[src/rtl/fp_add_pipe.sv]
// Three-stage pipelined floating-point adder/subtractor with valid/ready handshake and sequence accumulate.
// Optional full IEEE specials/subnormal handling: define FP_ADD_PIPE_IEEE_SPECIALS_EN.
module fp_add_pipe #(
    parameter int unsigned EXPONENT = 5,
    parameter int unsigned MANTISSA = 10,
    localparam int unsigned DWIDTH = 1 + EXPONENT + MANTISSA
) (
    input  logic              clk,
    input  logic              reset,
    input  logic              in_valid,
    output logic              in_ready,
    input  logic [DWIDTH-1:0] a,
    input  logic [DWIDTH-1:0] b,
    input  logic              op,
    input  logic              acc_mode,
    input  logic              in_last,
    output logic              out_valid,
    input  logic              out_ready,
    output logic [DWIDTH-1:0] result,
    output logic [3:0]        flags
);

    localparam int unsigned SW    = MANTISSA + 1;
    localparam int unsigned AW    = MANTISSA + 4;
    localparam int unsigned SUMW  = MANTISSA + 5;
    localparam int unsigned SHW   = $clog2(SUMW + 1);
    localparam int unsigned XW    = ((EXPONENT > SHW) ? EXPONENT : SHW) + 2;
    localparam int unsigned SHMAX = MANTISSA + 3;
    localparam int unsigned EMAX  = (2 ** EXPONENT) - 1;

    localparam logic signed [XW-1:0] XONE  = XW'(1);
    localparam logic signed [XW-1:0] XEMAX = XW'(EMAX);
`ifdef FP_ADD_PIPE_IEEE_SPECIALS_EN
    localparam logic [DWIDTH-1:0] QNAN = {1'b0, {EXPONENT{1'b1}}, 1'b1, {(MANTISSA-1){1'b0}}};
    localparam logic [DWIDTH-2:0] INF  = {{EXPONENT{1'b1}}, {MANTISSA{1'b0}}};
`else
    localparam logic [EXPONENT-1:0] EMAXF = {{(EXPONENT-1){1'b1}}, 1'b0};
`endif

    typedef enum logic [0:0] {ST_IDLE, ST_WAIT} state_t;

    state_t state_q, state_d;

    logic              stall, en, accept_c;
    logic [DWIDTH-1:0] acc_q;
    logic [3:0]        acc_flags_q;

    // Stage registers
    logic                s1_v, s1_acc, s1_last, s1_sx, s1_sub, s1_spec, s1_inv;
    logic [EXPONENT-1:0] s1_ex, s1_diff;
    logic [SW-1:0]       s1_mx, s1_my;
    logic [DWIDTH-1:0]   s1_sres;
    logic                s2_v, s2_acc, s2_last, s2_sx, s2_sub, s2_spec, s2_inv;
    logic [EXPONENT-1:0] s2_ex;
    logic [SUMW-1:0]     s2_sum;
    logic [DWIDTH-1:0]   s2_sres;

    // Returns {exponent, significand with hidden bit}; zero-exponent handling depends on the build
    function automatic logic [EXPONENT+MANTISSA:0] unpack(input logic [DWIDTH-2:0] v);
        logic [EXPONENT-1:0] fe;
        fe = v[DWIDTH-2 -: EXPONENT];
`ifdef FP_ADD_PIPE_IEEE_SPECIALS_EN
        unpack = {((fe == '0) ? EXPONENT'(1) : fe), (fe != '0), v[MANTISSA-1:0]};
`else
        unpack = (fe == '0) ? '0 : {fe, 1'b1, v[MANTISSA-1:0]};
`endif
    endfunction

    function automatic logic [SHW-1:0] lzc(input logic [SUMW-1:0] v);
        lzc = SHW'(SUMW);
        for (int i = 0; i < SUMW; i++) begin
            if (v[i]) lzc = SHW'(SUMW - 1 - i);
        end
    endfunction

    assign stall    = out_valid & ~out_ready;
    assign en       = ~stall;
    assign accept_c = in_valid & in_ready;

    // Accumulate FSM: one accumulate beat in flight at a time
    always_comb begin
        state_d  = state_q;
        in_ready = 1'b0;
        case (state_q)
            ST_IDLE: begin
                in_ready = reset & en;
                if (in_valid && in_ready && acc_mode) state_d = ST_WAIT;
            end
            ST_WAIT: begin
                if (en && s2_v && s2_acc) state_d = ST_IDLE;
            end
            default: state_d = ST_IDLE;
        endcase
    end

    // S1: operand select, unpack, magnitude swap, exponent difference
    logic [DWIDTH-1:0]        opa, opb;
    logic                     sa, sb, a_ge;
    logic [EXPONENT+MANTISSA:0] ua, ub;
    logic                     c1_sx, c1_spec, c1_inv;
    logic [EXPONENT-1:0]      c1_ex, c1_ey;
    logic [SW-1:0]            c1_mx, c1_my;
    logic [DWIDTH-1:0]        c1_sres;
`ifdef FP_ADD_PIPE_IEEE_SPECIALS_EN
    logic                     ones_a, ones_b, nan_a, nan_b, inf_a, inf_b;
`endif

    always_comb begin
        opa  = acc_mode ? acc_q : a;
        opb  = acc_mode ? a : b;
        sa   = opa[DWIDTH-1];
        sb   = opb[DWIDTH-1] ^ op;
        ua   = unpack(opa[DWIDTH-2:0]);
        ub   = unpack(opb[DWIDTH-2:0]);
        a_ge = (ua >= ub);
        c1_sx = a_ge ? sa : sb;
        c1_ex = a_ge ? ua[EXPONENT+MANTISSA -: EXPONENT] : ub[EXPONENT+MANTISSA -: EXPONENT];
        c1_ey = a_ge ? ub[EXPONENT+MANTISSA -: EXPONENT] : ua[EXPONENT+MANTISSA -: EXPONENT];
        c1_mx = a_ge ? ua[SW-1:0] : ub[SW-1:0];
        c1_my = a_ge ? ub[SW-1:0] : ua[SW-1:0];
        c1_spec = 1'b0;
        c1_inv  = 1'b0;
        c1_sres = '0;
`ifdef FP_ADD_PIPE_IEEE_SPECIALS_EN
        ones_a = &opa[DWIDTH-2 -: EXPONENT];
        ones_b = &opb[DWIDTH-2 -: EXPONENT];
        nan_a  = ones_a & (|opa[MANTISSA-1:0]);
        nan_b  = ones_b & (|opb[MANTISSA-1:0]);
        inf_a  = ones_a & ~(|opa[MANTISSA-1:0]);
        inf_b  = ones_b & ~(|opb[MANTISSA-1:0]);
        c1_spec = nan_a | nan_b | inf_a | inf_b;
        c1_inv  = inf_a & inf_b & (sa ^ sb);
        if (nan_a || nan_b || c1_inv) c1_sres = QNAN;
        else if (inf_a)               c1_sres = {sa, INF};
        else                          c1_sres = {sb, INF};
`endif
    end

    // S2: align smaller operand with guard/round/sticky, then add or subtract
    logic [31:0]     diff_ext;
    logic [SHW-1:0]  sh;
    logic [AW-1:0]   ext_y, mask, aligned;
    logic [SUMW-1:0] x_ext, y_ext, c2_sum;

    always_comb begin
        diff_ext = 32'(s1_diff);
        sh       = (diff_ext > SHMAX) ? SHW'(SHMAX) : SHW'(diff_ext);
        ext_y    = {s1_my, 3'b000};
        mask     = ~({AW{1'b1}} << sh);
        aligned  = (ext_y >> sh) | AW'(|(ext_y & mask));
        x_ext    = {1'b0, s1_mx, 3'b000};
        y_ext    = {1'b0, aligned};
        c2_sum   = s1_sub ? (x_ext - y_ext) : (x_ext + y_ext);
    end

    // S3: normalise, round to nearest even, pack, flags
    logic [SHW-1:0]         lz;
    logic signed [XW-1:0]   e_x, shl, e_n, e_r;
    logic [AW-1:0]          n;
    logic                   tiny, g, rs, rup, lead, inexact, ovf;
    logic [MANTISSA+1:0]    rnd;
    logic [MANTISSA-1:0]    frac;
    logic [EXPONENT-1:0]    exp_f;
    logic [DWIDTH-1:0]      res_c;
    logic [3:0]             flg_c;

    always_comb begin
        lz  = lzc(s2_sum);
        e_x = $signed(XW'(s2_ex));
        shl = '0;
        n   = '0;
        e_n = e_x;
        if (lz == '0) begin
            n   = {s2_sum[SUMW-1:2], |s2_sum[1:0]};
            e_n = e_x + XONE;
        end else begin
            shl = $signed(XW'(lz)) - XONE;
`ifdef FP_ADD_PIPE_IEEE_SPECIALS_EN
            // exponent floor of 1 leaves a subnormal significand
            if (shl > (e_x - XONE)) shl = e_x - XONE;
`endif
            n   = AW'(s2_sum << SHW'(shl));
            e_n = e_x - shl;
        end
`ifdef FP_ADD_PIPE_IEEE_SPECIALS_EN
        tiny = ~n[AW-1];
`else
        tiny = (e_n < XONE);
`endif
        g   = n[2];
        rs  = |n[1:0];
        rup = g & (rs | n[3]);
        rnd = {1'b0, n[AW-1:3]} + (MANTISSA+2)'(rup);
        if (rnd[MANTISSA+1]) begin
            frac = rnd[MANTISSA:1];
            e_r  = e_n + XONE;
            lead = 1'b1;
        end else begin
            frac = rnd[MANTISSA-1:0];
            e_r  = e_n;
            lead = rnd[MANTISSA];
        end
        inexact = g | rs;
        ovf     = (e_r >= XEMAX);
        exp_f   = lead ? EXPONENT'(e_r) : '0;
        res_c   = '0;
        flg_c   = '0;
        if (s2_spec) begin
            res_c = s2_sres;
            flg_c = {s2_inv, 3'b000};
        end else if (s2_sum == '0) begin
            res_c = {~s2_sub & s2_sx, {(DWIDTH-1){1'b0}}};
        end else if (ovf) begin
`ifdef FP_ADD_PIPE_IEEE_SPECIALS_EN
            res_c = {s2_sx, {EXPONENT{1'b1}}, {MANTISSA{1'b0}}};
`else
            res_c = {s2_sx, EMAXF, {MANTISSA{1'b1}}};
`endif
            flg_c = 4'b0101;
        end
`ifndef FP_ADD_PIPE_IEEE_SPECIALS_EN
        else if (tiny) begin
            res_c = {s2_sx, {(DWIDTH-1){1'b0}}};
            flg_c = 4'b0011;
        end
`endif
        else begin
            res_c = {s2_sx, exp_f, frac};
            flg_c = {2'b00, tiny & inexact, inexact};
        end
    end

    // Pipeline, accumulator and output registers; everything freezes while stalled
    always_ff @(posedge clk) begin
        if (!reset) begin
            state_q     <= ST_IDLE;
            acc_q       <= '0;
            acc_flags_q <= '0;
            s1_v <= 1'b0; s1_acc <= 1'b0; s1_last <= 1'b0; s1_sx <= 1'b0;
            s1_sub <= 1'b0; s1_spec <= 1'b0; s1_inv <= 1'b0;
            s1_ex <= '0; s1_diff <= '0; s1_mx <= '0; s1_my <= '0; s1_sres <= '0;
            s2_v <= 1'b0; s2_acc <= 1'b0; s2_last <= 1'b0; s2_sx <= 1'b0;
            s2_sub <= 1'b0; s2_spec <= 1'b0; s2_inv <= 1'b0;
            s2_ex <= '0; s2_sum <= '0; s2_sres <= '0;
            out_valid <= 1'b0;
            result    <= '0;
            flags     <= '0;
        end else begin
            state_q <= state_d;
            if (en) begin
                s1_v    <= accept_c;
                s1_acc  <= acc_mode;
                s1_last <= in_last;
                s1_sx   <= c1_sx;
                s1_sub  <= sa ^ sb;
                s1_spec <= c1_spec;
                s1_inv  <= c1_inv;
                s1_ex   <= c1_ex;
                s1_diff <= c1_ex - c1_ey;
                s1_mx   <= c1_mx;
                s1_my   <= c1_my;
                s1_sres <= c1_sres;

                s2_v    <= s1_v;
                s2_acc  <= s1_acc;
                s2_last <= s1_last;
                s2_sx   <= s1_sx;
                s2_sub  <= s1_sub;
                s2_spec <= s1_spec;
                s2_inv  <= s1_inv;
                s2_ex   <= s1_ex;
                s2_sum  <= c2_sum;
                s2_sres <= s1_sres;

                out_valid <= s2_v & (~s2_acc | s2_last);
                if (s2_v && (!s2_acc || s2_last)) begin
                    result <= res_c;
                    flags  <= s2_acc ? (flg_c | acc_flags_q) : flg_c;
                end
                if (s2_v && s2_acc) begin
                    if (s2_last) begin
                        acc_q       <= '0;
                        acc_flags_q <= '0;
                    end else begin
                        acc_q       <= res_c;
                        acc_flags_q <= acc_flags_q | flg_c;
                    end
                end
            end
        end
    end

endmodule

[config.mk]
export PLATFORM = sky130hd
export DESIGN_NAME = fp_add_pipe
export DESIGN_NICKNAME = d
export VERILOG_FILES = /design/src/rtl/fp_add_pipe.sv
export SDC_FILE = /design/constraint.sdc
export NUM_CORES = 1
export LEC_CHECK = 0
export BUFFER_PORTS_ARGS = -buffer_cell sky130_fd_sc_hd__buf_2
export CAP_MARGIN = 20
export CORE_MARGIN = 1.5
export CORE_UTILIZATION = 37
export DETAILED_ROUTE_END_ITERATION = 8
export GPL_ROUTABILITY_DRIVEN = 0
export SYNTH_ARGS = -nofsm -noshare
export SYNTH_HDL_FRONTEND = slang
export SYNTH_SLANG_ARGS = --single-unit
[constraint.sdc]
create_clock -name clk -period 14.5 [get_ports clk]
set_input_delay 1.45 -clock clk [delete_from_list [all_inputs] [get_ports clk]]
set_output_delay 1.45 -clock clk [all_outputs]
set_load 0.05 [all_outputs]
==> flow_summary.ini <==
[status]
outcome = finished clean

[routing]
wl_per_cell_um = 17.5
drt-initial-drc-count = 745
dr.pass1.iters = 5
drtAntennaViolNets = 0
vias_per_cell = 5.77
vias = 8533
wirelength_um = 25800
drc = 0

[critical_path]
required_ns = 14.78
cpPeakStageDelay_ns = 0.70
crit_fanout = 34
worst_path_max_delay_cell = buf_2
crit_top_cell = a21o_1
crit_path_end_kind = register
crit_path_cell_trace = buf_2, mux2i_1, inv_1, nor4_1, buf_4, nor2_1, inv_1, ha_1, nand2b_1, a21o_1, a21o_1, a21o_1, a21o_1, a2111oi_0, nor3_1, or3_1, o31a_1, ha_1, a221o_1, nand2_1, or3b_2, a21oi_1
cp.arrival_ns = 6.75
worstSetupPathType = in -> reg
start_kind = input port

[power]
leakagePower_nw = 3.94
fin_total_pwr_mw = 1.97
vdd_ir_drop_max_mv = 0.111
powerDensity_nw_per_um2 = 210

[floorplan]
die-width_um = 156
io_pins = 61
fp.dieArea_um2 = 24200
initial_core_util_pct = 37.9
core_area_um2 = 22800
fp-row-count = 55
fp.dieH_um = 156

[layout]
antennaDiodeCount = 0
multi_input_area_um2 = 6080
finalNonFillerCells = 1480
area_delta_synth_final_pct = 9.08
drive_gt1_share_pct = 12.1
nNetsFinal = 1256
regArea_um2 = 2040
fillCellCount = 2397

[global_routing]
grt_util_all_layers_pct = 21.6
overflow = 0
grt_pass1_wl_um = 41700
grt_max_degree = 90
antenna_found_initial = 0
first_global_vias = 7839

[clock_tree]
post_cts_resized = 0
postCtsSetupBuffers = 0
hold_buffers = 0
clk_pin_slew_ns = 0.07
h-tree-depth = 3
cts_tree = done
root_buffer = clkbuf_16
cts_buffers = 9
cts_num_sinks = 102
clkLatencyLatePin_ns = 0.36
clockBufferDepth = 2

[synth]
synthFlopType = dfxtp_1
ys_types = 88
ys_ff_latch = 102
async_reset_ff_share_pct = 0
postSynthAreaPerCell_um2 = 7.45
yosysWarnings = 0
synth_nets = 1252
synth_edf_count = 0
synth_cells = 1158
netlist_area_um2 = 8620
ys_seq_area_share_pct = 23.7

[placed_design]
io_buffers = 59
dpl.cell_count = 1464
dp_hpwl_um = 19900

[worst_hold_path]
min_path_type = reg -> reg

[timing]
setup_viol = 0
fin_setup_tns_ns = 0
rsz0062_at_grt = no
slew_violations = 0
finalClockSkew_ns = 0.0180
fin_crit_ns = 6.47
slew_headroom_pct = 38.3
post-route-period-util_pct = 44.6
timing.fmax_mhz = 155
hold_viol_final = 0
worst_pin_slew_ns = 0.926

[flow_run]
drv_cap = 0
==> flip-flops by register name, indices dropped and copies added (netlist names), 3 cells and up <==
| register | count |
|---|---|
| acc_flags_q | 3 |
| flags | 3 |
| acc_q | 16 |
| result | 16 |
| s1_mx | 11 |
| s1_my | 11 |
| s1_diff | 5 |
| s2_ex | 5 |
| s2_sum | 15 |
| s1_ex | 5 |
==> final cells by class <==
class / instances / area share (%)
Timing Repair Buffer: 68 / 3.86
Sequential cell: 102 / 21.7
Tap cell: 313 / 4.16
Clock inverter: 7 / 0.918
Multi-Input combinational cell: 922 / 64.6
Clock buffer: 9 / 2.39
Inverter: 59 / 2.35
==> cell usage in the layout, fill, tap and decap left out, drive strengths merged, types with 7 or more instances in the layout <==
cell,netlist,layout
nand2,177,177
nor2,110,110
dfxtp,102,102
a21oi,92,92
buf,18,68
o21ai,64,64
inv,57,60
mux2i,54,54
ha,53,53
nand3,25,25
a311oi,24,24
o211ai,24,24
nor3,21,21
xnor2,21,21
a31oi,15,15
a21o,14,14
or2,13,13
a211oi,13,13
a22o,12,12
nor2b,12,12
a22oi,12,12
and3,10,10
xor2,10,10
o21bai,9,9
clkbuf,57,9
or3,8,8
nand2b,8,8
o31ai,7,7
==> power breakdown <==
group          total, mW  switching (mW)  leakage, nW  internal [mW]
combinational       1.35           0.873         2.95          0.481
sequential         0.374          0.0612        0.836          0.313
clock              0.245           0.121        0.151          0.124
==> Yosys cell counts (all sizes together), types with 6 or more instances <==
| master | count | area share [%] |
|---|---|---|
| xor2 | 10 | 1.2 |
| o21bai | 9 | 0.78 |
| or4 | 6 | 0.65 |
| nand4 | 6 | 0.51 |
| dfxtp | 102 | 24 |
| ha | 53 | 7.7 |
| buf | 18 | 0.94 |
| nand2b | 8 | 0.58 |
| mux2i | 54 | 6.3 |
| nand3 | 25 | 1.5 |
| nor4 | 6 | 0.58 |
| and3 | 10 | 0.78 |
| a32oi | 6 | 0.61 |
| nor2b | 12 | 0.87 |
| a21oi | 92 | 5.3 |
| or2 | 13 | 0.94 |
| o211ai | 24 | 2.3 |
| a21o | 14 | 1.2 |
| or3 | 8 | 0.58 |
| clkbuf | 57 | 2.5 |
| a211oi | 13 | 1.1 |
| xnor2 | 21 | 2.1 |
| a22oi | 12 | 1.2 |
| nand2 | 177 | 7.7 |
| inv | 57 | 2.5 |
| o31ai | 7 | 0.61 |
| a22o | 12 | 1.2 |
| a311oi | 24 | 2.4 |
| a31oi | 15 | 1.1 |
| o21ai | 64 | 3.7 |
| nor2 | 110 | 4.8 |
| nor3 | 21 | 1.2 |
==> per-layer routing <==
metal | up-vias | wire, µm | share of wire, % | global-route usage [%]
met1 | 3951 | 12100 | 47 | 30.4
met4 | 0 | 1000 | 3.9 | 9.61
met2 | 303 | 11100 | 43 | 32.3
met5 | - | 0 | 0 | 0
met3 | 56 | 1590 | 6.1 | 3.42
li1 | 4223 | - | - | -
==> path summary, 6_finish.rpt <==
check / from / endpoint / slack [ns] / cells past startpoint
worst max-delay path: acc_mode / s1_diff[2] / 8.03 / 22
worst min-delay path: s2_sx / s2_sx / 0.45 / 2
worst max register to register: s2_sum[3] / acc_q[0] / 8.24 / 18
worst min register to register: s2_sx / s2_sx / 0.45 / 2
==> per-stage QoR <==
step	cell area, µm²	setup slack [ns]	utilization, %	hold WS, ns
final	9410	8.03	41.3	0.455
after global routing	9410	7.66	41.3	0.473
after CTS	9410	8.06	41.3	0.451
after detailed placement	9090	7.73	39.9	0.441
after global placement	9090	7.80	39.9	0.436
after floorplan	8620	7.93	-	0.424
==> critical path: cells and delay by family <==
| family | cells | cell delay [ns] |
|---|---|---|
| buf+inv | 4 | 1.13 |
| mux | 1 | 0.40 |
| simple gates | 7 | 1.72 |
| compound gates | 8 | 1.64 |
| fa+ha+maj | 2 | 0.39 |
==> kinds of logic (layout without fill, tap and decap cells) <==
kind of cell,count (synthesis),after routing,share of synthesized area (%)
flip-flops,102,102,23.7
other,1,1,0.0435
adder cells (fa/ha/maj),55,55,8.15
XOR/XNOR,31,31,3.37
buffers and inverters,134,143,5.99
AO/OA/AOI/OAI,356,356,28.7
AND/OR/NAND/NOR,415,415,21.9
multiplexers,64,64,8.23
Note: power is estimated with default switching activity, not from simulation.
